<file path="config.mk">
export PLATFORM = sky130hd
export DESIGN_NAME = vga_pixel_sink
export DESIGN_NICKNAME = d
export VERILOG_FILES = /design/src/rtl/vga_pixel_sink.sv
export SDC_FILE = /design/constraint.sdc
export NUM_CORES = 1
export LEC_CHECK = 0
export ABC_AREA = 1
export CORE_UTILIZATION = 40
export CTS_CLUSTER_SIZE = 16
export DETAILED_ROUTE_END_ITERATION = 16
export PLACE_DENSITY = 0.65
export SETUP_SLACK_MARGIN = 0.15
export SLEW_MARGIN = 30
export SYNTH_ARGS = -nofsm -noshare
export SYNTH_HDL_FRONTEND = slang
export SYNTH_SLANG_ARGS = --single-unit
</file>
<file path="constraint.sdc">
create_clock -name clock -period 2 [get_ports clock]
set_input_delay 0.4 -clock clock [delete_from_list [all_inputs] [get_ports clock]]
set_output_delay 0.4 -clock clock [all_outputs]
set_load 0.005 [all_outputs]
</file>
<file path="src/rtl/vga_pixel_sink.sv">
// vga_pixel_sink: receiving end of the pixel-plot interface.
// Registers and bounds-checks incoming pixels, converts (X,Y) to a linear
// framebuffer address, buffers them in a show-ahead FIFO and drains them to
// a stallable framebuffer write port. A built-in clear engine fills the
// whole screen with one colour.
// Optional build macro VGA_PIXEL_SINK_STATS_EN adds a saturating 16-bit
// drop_count output counting pixels lost to a full FIFO.
module vga_pixel_sink #(
  parameter int H_RES      = 320,
  parameter int V_RES      = 240,
  parameter int FIFO_DEPTH = 8,
  parameter int COLOR_W    = 3,
  parameter int ADDR_W     = 17
) (
  input  logic               clock,
  input  logic               reset,
  input  logic               plot,
  input  logic [8:0]         X,
  input  logic [7:0]         Y,
  input  logic [COLOR_W-1:0] color,
  input  logic               clear_req,
  input  logic [COLOR_W-1:0] clear_color,
  output logic               mem_we,
  output logic [ADDR_W-1:0]  mem_addr,
  output logic [COLOR_W-1:0] mem_data,
  input  logic               mem_ready,
  output logic               busy,
  output logic               clear_done,
`ifdef VGA_PIXEL_SINK_STATS_EN
  output logic [15:0]        drop_count,
`endif
  output logic               overflow
);

  localparam int PTR_W = (FIFO_DEPTH > 1) ? $clog2(FIFO_DEPTH) : 1;
  localparam int CNT_W = PTR_W + 1;
  localparam int ENT_W = ADDR_W + COLOR_W;
  localparam logic [ADDR_W-1:0] LAST_ADDR = ADDR_W'(H_RES * V_RES - 1);

  typedef enum logic [1:0] {
    IDLE  = 2'd0,
    CLEAR = 2'd1,
    DONE  = 2'd2
  } state_t;

  // ---------------------------------------------------------------------
  // Stage 1: bounds check and address conversion
  // ---------------------------------------------------------------------
  logic              in_range;
  logic [ADDR_W-1:0] addr_calc;
  logic              s1_valid_q;
  logic [ADDR_W-1:0] s1_addr_q;
  logic [COLOR_W-1:0] s1_color_q;

  assign in_range  = (32'(X) < 32'(H_RES)) && (32'(Y) < 32'(V_RES));
  // Computed at full address width so in-range inputs never truncate.
  assign addr_calc = ADDR_W'(Y) * ADDR_W'(H_RES) + ADDR_W'(X);

  // Capture the incoming pixel; out-of-range pixels simply never become valid.
  always_ff @(posedge clock or posedge reset) begin
    if (reset) begin
      s1_valid_q <= 1'b0;
      s1_addr_q  <= '0;
      s1_color_q <= '0;
    end else begin
      s1_valid_q <= plot && in_range;
      s1_addr_q  <= addr_calc;
      s1_color_q <= color;
    end
  end

  // ---------------------------------------------------------------------
  // Stage 2: show-ahead pixel FIFO
  // ---------------------------------------------------------------------
  logic [ENT_W-1:0] fifo_mem [FIFO_DEPTH];
  logic [PTR_W-1:0] wr_ptr_q, wr_ptr_d;
  logic [PTR_W-1:0] rd_ptr_q, rd_ptr_d;
  logic [CNT_W-1:0] count_q, count_d;
  logic             fifo_empty;
  logic             fifo_full;
  logic             push;
  logic             drop;
  logic             pop;
  logic [ENT_W-1:0] head;

  state_t            state_q;
  logic [ADDR_W-1:0] clr_cnt_q;
  logic [COLOR_W-1:0] clr_color_q;

  assign fifo_empty = (count_q == '0);
  // Fullness is judged before any same-edge pop, so a pop never makes room.
  assign fifo_full  = (count_q == CNT_W'(FIFO_DEPTH));
  assign push       = s1_valid_q && !fifo_full;
  assign drop       = s1_valid_q && fifo_full;
  assign pop        = (state_q == IDLE) && !fifo_empty && mem_ready;
  assign head       = fifo_mem[rd_ptr_q];

  // Next-state pointers and occupancy.
  always_comb begin
    wr_ptr_d = wr_ptr_q;
    rd_ptr_d = rd_ptr_q;
    count_d  = count_q;
    if (push) wr_ptr_d = wr_ptr_q + PTR_W'(1);
    if (pop)  rd_ptr_d = rd_ptr_q + PTR_W'(1);
    if (push && !pop)      count_d = count_q + CNT_W'(1);
    else if (!push && pop) count_d = count_q - CNT_W'(1);
  end

  // FIFO storage; contents need no reset since occupancy gates every read.
  always_ff @(posedge clock) begin
    if (push) fifo_mem[wr_ptr_q] <= {s1_addr_q, s1_color_q};
  end

  // FIFO pointer and occupancy registers.
  always_ff @(posedge clock or posedge reset) begin
    if (reset) begin
      wr_ptr_q <= '0;
      rd_ptr_q <= '0;
      count_q  <= '0;
    end else begin
      wr_ptr_q <= wr_ptr_d;
      rd_ptr_q <= rd_ptr_d;
      count_q  <= count_d;
    end
  end

  // ---------------------------------------------------------------------
  // Write-port control FSM and clear engine
  // ---------------------------------------------------------------------
  // Sequences IDLE (FIFO drain) / CLEAR (screen sweep) / DONE (pulse).
  always_ff @(posedge clock or posedge reset) begin
    if (reset) begin
      state_q     <= IDLE;
      clr_cnt_q   <= '0;
      clr_color_q <= '0;
    end else begin
      case (state_q)
        IDLE: begin
          if (clear_req) begin
            state_q     <= CLEAR;
            clr_cnt_q   <= '0;
            clr_color_q <= clear_color;
          end
        end
        CLEAR: begin
          if (mem_ready) begin
            if (clr_cnt_q == LAST_ADDR) state_q <= DONE;
            else                        clr_cnt_q <= clr_cnt_q + ADDR_W'(1);
          end
        end
        DONE:    state_q <= IDLE;
        default: state_q <= IDLE;
      endcase
    end
  end

  // Write port is driven straight from the FIFO head or the clear counter,
  // so a stalled write holds its address/data until accepted.
  always_comb begin
    mem_we   = 1'b0;
    mem_addr = '0;
    mem_data = '0;
    if (state_q == CLEAR) begin
      mem_we   = 1'b1;
      mem_addr = clr_cnt_q;
      mem_data = clr_color_q;
    end else if ((state_q == IDLE) && !fifo_empty) begin
      mem_we   = 1'b1;
      mem_addr = head[ENT_W-1:COLOR_W];
      mem_data = head[COLOR_W-1:0];
    end
  end

  assign clear_done = (state_q == DONE);
  assign busy       = s1_valid_q || !fifo_empty || (state_q != IDLE);

  // Sticky overflow flag: only pixels lost to a full FIFO set it.
  always_ff @(posedge clock or posedge reset) begin
    if (reset)     overflow <= 1'b0;
    else if (drop) overflow <= 1'b1;
  end

`ifdef VGA_PIXEL_SINK_STATS_EN
  // Saturating count of pixels lost to a full FIFO.
  always_ff @(posedge clock or posedge reset) begin
    if (reset)                              drop_count <= '0;
    else if (drop && (drop_count != 16'hFFFF)) drop_count <= drop_count + 16'd1;
  end
`endif

endmodule

</file>
==> results of run 1 <==
[critical path, delay by kind of cell, from the launching register on]
kind            cells  cell delay (ns)
buf+inv             3             0.51
flops               1             0.50
compound gates      2             0.26
simple gates        3             0.30
[where the power goes]
| part | internal (mW) | switching, mW | leakage (nW) |
|---|---|---|---|
| clock network | 2.42 | 1.68 | 0.356 |
| registers | 5.43 | 0.375 | 2.12 |
| logic | 3.09 | 3.45 | 2.71 |
[metrics by stage]
step | setup TNS [ns] | area (µm²) | utilization, % | total power [mW] | cells
final | -8.78 | 13000 | 55.0 | 16.5 | 1378
after global routing | -12.86 | 13000 | 55.0 | 17.3 | 1378
after CTS | -8.36 | 12500 | 53.0 | 15.9 | 1359
after detailed placement | -9.16 | 11300 | 47.7 | 10.8 | 1302
after global placement | -8.60 | 11300 | 47.7 | 10.7 | 1302
after floorplan | -5.01 | 9820 | - | 8.60 | 901
[registers in the layout, indices dropped and copies added (netlist names)]
name / flops
fifo_mem: 160
wr_ptr_q: 3
clr_cnt_q: 17
state_q: 2
s1_valid_q: 1
overflow: 1
rd_ptr_q: 3
s1_addr_q: 17
clr_color_q: 3
s1_color_q: 3
count_q: 4
[metal layers]
layer / vias to the layer above / share of wire [%] / GRT usage, %
met5: - / 0 / 0
li1: 3384 / - / -
met3: 42 / 5.0 / 3.12
met4: 0 / 2.3 / 4.44
met2: 169 / 48 / 31.2
met1: 3314 / 45 / 24.3
[path summary, 6_finish.rpt]
kind	to	slack [ns]
setup / recovery	mem_addr[13]	-0.49
hold / removal	s1_valid_q	0.25
setup reg to reg	count_q[1]	-0.18
hold reg to reg	clr_color_q[2]	0.50
max in group asynchronous	rd_ptr_q[0]	1.43
min in group asynchronous	clr_color_q[2]	0.26
[Yosys cell counts (all sizes together)]
| master | instances | share of area, % |
|---|---|---|
| a21oi | 46 | 2.4 |
| a41o | 1 | 0.10 |
| a41oi | 1 | 0.090 |
| and2 | 2 | 0.13 |
| buf | 16 | 1.0 |
| clkbuf | 23 | 0.89 |
| clkinv | 1 | 0.039 |
| dfrtp | 54 | 14 |
| edfxtp | 160 | 49 |
| fa | 3 | 0.62 |
| ha | 21 | 2.7 |
| inv | 129 | 5.0 |
| mux2 | 4 | 0.46 |
| nand2 | 148 | 5.8 |
| nand3 | 93 | 4.8 |
| nand3b | 1 | 0.21 |
| nand4 | 8 | 0.52 |
| nor2 | 44 | 2.0 |
| nor3 | 3 | 0.21 |
| o211ai | 40 | 3.1 |
| o21ai | 81 | 4.6 |
| o21bai | 2 | 0.15 |
| or2 | 2 | 0.13 |
| xnor2 | 5 | 0.45 |
| xor2 | 13 | 1.2 |
[repair_timing]
action	4_1_cts	5_1_grt
cloned	6	9
resized for setup	217	68
setup buffers	9	10
pin swaps	66	27
hold buffers	0	0
setup endpoints to repair	118	113
[logic make-up (layout without fill, tap and decap cells)]
| family | count (synthesis) | after routing | share of synthesized area, % |
|---|---|---|---|
| multiplexers | 4 | 4 | 0.464 |
| XOR/XNOR | 18 | 18 | 1.62 |
| adder cells (fa/ha/maj) | 24 | 24 | 3.32 |
| AND/OR/NAND/NOR | 301 | 301 | 13.8 |
| flip-flops | 214 | 214 | 63.4 |
| buffers and inverters | 169 | 327 | 6.98 |
| AO/OA/AOI/OAI | 171 | 171 | 10.4 |
[area by class of cell]
type / instances / area, µm²
Clock buffer: 32 / 619
Clock inverter: 10 / 101
Fill cell: 1950 / 10600
Inverter: 130 / 498
Multi-Input combinational cell: 518 / 3390
Sequential cell: 214 / 6160
Tap cell: 319 / 399
Timing Repair Buffer: 155 / 1810
==> results.sh, run 1 <==
export IMPL_grt_pass1_vias=6545
export IMPL_p_per_area_nw_per_um2=1270
export IMPL_drv_cap=0
export IMPL_hpwl_mm=14.0
export IMPL_cellLeakagePower_nw=5.18
export IMPL_clock_skew_ns=0.00806
export IMPL_fmax_mhz=402
export IMPL_worst_slew_pin_slew_ns=0.349
export IMPL_hold_viol=0
export IMPL_insertion_delay_ns=0.51
export IMPL_finalSetupViolations=24
export IMPL_dieArea_um2=24900
export IMPL_synth_warnings=0
export IMPL_violations="setup timing"
export IMPL_grt_overflow=0
export IMPL_slew_headroom_pct=76.6
export IMPL_seq_area_frac_synth_pct=63.4
export IMPL_final_common_cell="edfxtp_1"
export IMPL_drive_above_1_share_pct=27.7
export IMPL_die_h_um=158
export IMPL_dp_slack_ns=-0.577
export IMPL_r2r_start="count_q[1]"
export IMPL_cts_sinks=214
export IMPL_syn_area_um2=9710
export IMPL_status="complete, but fails checks"
export IMPL_crit_required_ns=1.60
export IMPL_drv_slew=0
export IMPL_clk_pin_slew_worst_paths_ns=0.06
export IMPL_setup_ws_ns=-0.487
export IMPL_area_growth_pct=33.6
export IMPL_grt_max_degree=55
export IMPL_drtIter0Drc=567
export IMPL_ys_seq_elements=214
export IMPL_critPathCaptureType="output port"
export IMPL_core_um2=23600
export IMPL_fin_crit_sh_pct=124
export IMPL_synth_cells=901
export IMPL_track_usage_pct=18.3
export IMPL_worst_r2r_path_depth=11
export IMPL_cts_max_level=1
export IMPL_cp_max_fo=17
export IMPL_path_common_cell="buf_12"
export IMPL_cp_start_kind="flop"
export IMPL_rows=56
export IMPL_routed_wl_mm=23.2
export IMPL_dr_pass1_iters=5
export IMPL_hold_depth=2
export IMPL_clk_path_buf_depth=3
export IMPL_cts_tree="yes"
export IMPL_yosysUniqueCellTypes=36
export IMPL_ant_nets=0
export IMPL_whs_ns=0.246
export IMPL_num_io_pins=52
export IMPL_crit_start="rd_ptr_q[0]"
export IMPL_ctsRootBufferMaster="clkbuf_16"
export IMPL_finalCriticalPeriod_ns=2.49
export IMPL_antenna_found_initial=1
export IMPL_arrival_ns=2.09
export IMPL_hp_class="in -> reg"
export IMPL_diodes=0
export IMPL_numCtsBuffers=23
export IMPL_fp_dieW_um=158
export IMPL_avgSynthCellArea_um2=10.8
export IMPL_cpPeakStageDelay_ns=0.50
export IMPL_cpMaxStageDelayCell="dfrtp_4"
export IMPL_final_cell_mix="edfxtp_1, nand2_1, inv_1"
export IMPL_hold_start="Y[5]"
export IMPL_ir_drop_v=0.000554
export IMPL_synth_fp_nets=953
export IMPL_drc=0
export IMPL_vias_per_cell=5.01
export IMPL_fin_nets=1094
export IMPL_portBuffers=51
export IMPL_crit_type="reg -> out"
export IMPL_rsz0062_at_grt="yes"
export IMPL_start_util_pct=41.1
export IMPL_gp_congestion=0.848
export IMPL_grt_first_pass_wirelength_mm=34.9
export IMPL_dr_total_vias=6909
export IMPL_drt_wirelength_per_cell_um=16.8
export IMPL_cp_cell_sequence="buf_12 > buf_12 > a21oi_1 > o21ai_1 > nand3_1 > nand3_2 > nand2_1 > clkdlybuf4s15_2"
Note: power is estimated with default switching activity, not from simulation.
==> run 2, diff against run 1 <==
Settings changed: PLACE_DENSITY 0.65 to 0.58, SLEW_MARGIN 30 to 20.
==> results.sh, run 2 (same netlist as run 1, synthesis figures left out) <==
export IMPL_status="complete, but fails checks"
export IMPL_violations="setup timing"
export IMPL_largest_register_ff_count=160
export IMPL_met1Wirelength_mm=11.0
export IMPL_rrSetupSlack_ns=-0.33
export IMPL_top_layer_used="met4"
export IMPL_clock_skew_ns=0.00925
export IMPL_route_met2_wl_mm=13.4
export IMPL_cts_max_level=1
export IMPL_worst_slew_pin_slew_ns=0.342
export IMPL_worst_r2r_path_depth=15
export IMPL_drv_slew=0
export IMPL_utilization_pct=59.4
export IMPL_drv_cap=0
export IMPL_hp_class="in -> async"
export IMPL_drive_above_1_share_pct=31.9
export IMPL_final_cell_mix="edfxtp_1, nand2_1, inv_1"
export IMPL_slew_headroom_pct=77.2
export IMPL_drc=0
export IMPL_rr_endpoint="count_q[3]"
export IMPL_clk_pin_slew_worst_paths_ns=0.06
export IMPL_crit_required_ns=1.60
export IMPL_die_h_um=158
export IMPL_whs_ns=0.262
export IMPL_ir_drop_v=0.000856
export IMPL_rsz0062_at_grt="yes"
export IMPL_dieArea_um2=24900
export IMPL_core_um2=23600
export IMPL_wl_met3_mm=1.82
export IMPL_fp_dieW_um=158
export IMPL_routed_wl_mm=27.2
export IMPL_dpl_cell_count=1295
export IMPL_setup_tns_final_ns=-15.38
export IMPL_critPathCaptureType="output port"
export IMPL_grt_overflow=0
export IMPL_ant_nets=0
export IMPL_final_common_cell="edfxtp_1"
export IMPL_antenna_found_initial=0
export IMPL_hold_viol=0
export IMPL_reg_top3="fifo_mem (160), clr_cnt_q (17), s1_addr_q (17)"
export IMPL_portBuffers=51
export IMPL_fin_nets=1130
export IMPL_vias_per_cell=5.13
export IMPL_p_per_area_nw_per_um2=1370
export IMPL_post_dp_cell_area_um2=11300
export IMPL_ctsRootBufferMaster="clkbuf_16"
export IMPL_insertion_delay_ns=0.51
export IMPL_fmax_mhz=393
export IMPL_rows=56
export IMPL_crit_start="rd_ptr_q[0]"
export IMPL_cts_sinks=214
export IMPL_start_util_pct=41.1
export IMPL_r2r_start="count_q[0]"
export IMPL_grt_first_pass_wirelength_mm=40.5
export IMPL_grt_pass1_vias=7147
export IMPL_fin_crit_sh_pct=127
export IMPL_cts_tree="yes"
export IMPL_dp_slack_ns=-0.590
export IMPL_fin_area_um2=14000
export IMPL_cellLeakagePower_nw=5.67
export IMPL_area_growth_pct=44.3
export IMPL_fill_cells=1846
export IMPL_cp_start_kind="flop"
export IMPL_track_usage_pct=21.9
export IMPL_numCtsBuffers=24
export IMPL_drtIter0Drc=583
export IMPL_setup_ws_ns=-0.547
export IMPL_num_io_pins=52
export IMPL_dr_total_vias=7259
export IMPL_gp_congestion=0.870
export IMPL_cp_max_fo=9
export IMPL_top_register="fifo_mem"
export IMPL_clk_path_buf_depth=3
export IMPL_diodes=0
export IMPL_power_mw=19.2
export IMPL_crit_type="reg -> out"
export IMPL_arrival_ns=2.15
export IMPL_hpwl_mm=13.5
export IMPL_finalSetupViolations=101
export IMPL_worstSetupEndpoint="mem_addr[6]"
export IMPL_dr_pass1_iters=4
export IMPL_instances_no_fill=1415
export IMPL_finalCriticalPeriod_ns=2.55
export IMPL_grt_max_degree=55
export IMPL_drt_wirelength_per_cell_um=19.2
==> run 2: area by class of cell <==
type	instances	area [µm²]	area share, %
Clock buffer	32	702	5.01
Clock inverter	12	194	1.38
Inverter	130	500	3.57
Multi-Input combinational cell	518	3510	25.0
Sequential cell	214	6160	43.9
Tap cell	319	399	2.85
Timing Repair Buffer	190	2560	18.2
==> run 2: how the worst min path moves through the flow <==
stage          slack, ns              to  cells past startpoint     start
3_5_place_dp        0.47        overflow                      1  overflow
6_report            0.26  clr_color_q[2]                      3     reset
5_1_grt             0.30      s1_valid_q                      2      Y[5]
2_1_floorplan       0.43    s1_addr_q[0]                      0      X[0]
4_1_cts             0.28   clr_cnt_q[16]                      3     reset
3_3_place_gp        0.47        overflow                      1  overflow
==> run 2: per-layer routing <==
layer,vias up,GRT usage [%]
li1,3461,-
met3,66,3.48
met4,0,6.43
met2,243,37.9
met1,3489,28.1
met5,-,0
==> run 2: what timing repair did <==
action / 4_1_cts / 5_1_grt
endpoints found under the hold margin: 0 / 0
hold buffers: 0 / 0
pin swaps: 90 / 38
setup endpoints to repair: 100 / 190
gates resized for setup: 255 / 75
cloned: 27 / 5
buffers inserted: 30 / 14
==> run 2: power by group <==
part / leakage, nW / switching [mW] / internal [mW] / total (mW)
sequential: 2.12 / 0.401 / 5.43 / 5.84
clock: 0.437 / 1.79 / 3.11 / 4.90
combinational: 3.11 / 4.15 / 4.33 / 8.48
==> run 2: worst max-delay path: stages (launching register included) <==
cell      delay [ns]
dfrtp_4         0.50
buf_6           0.16
buf_12          0.13
buf_16          0.13
o211ai_1        0.20
nand3_1         0.15
nand3_2         0.15
o21ai_1         0.07
buf_2           0.13
==> run 3, diff against run 2 <==
Settings changed: ABC_CLOCK_PERIOD_IN_PS set to 2000.
==> results of run 3 <==
Same layout as run 2: the final DEF is identical, and so are final timing and power.
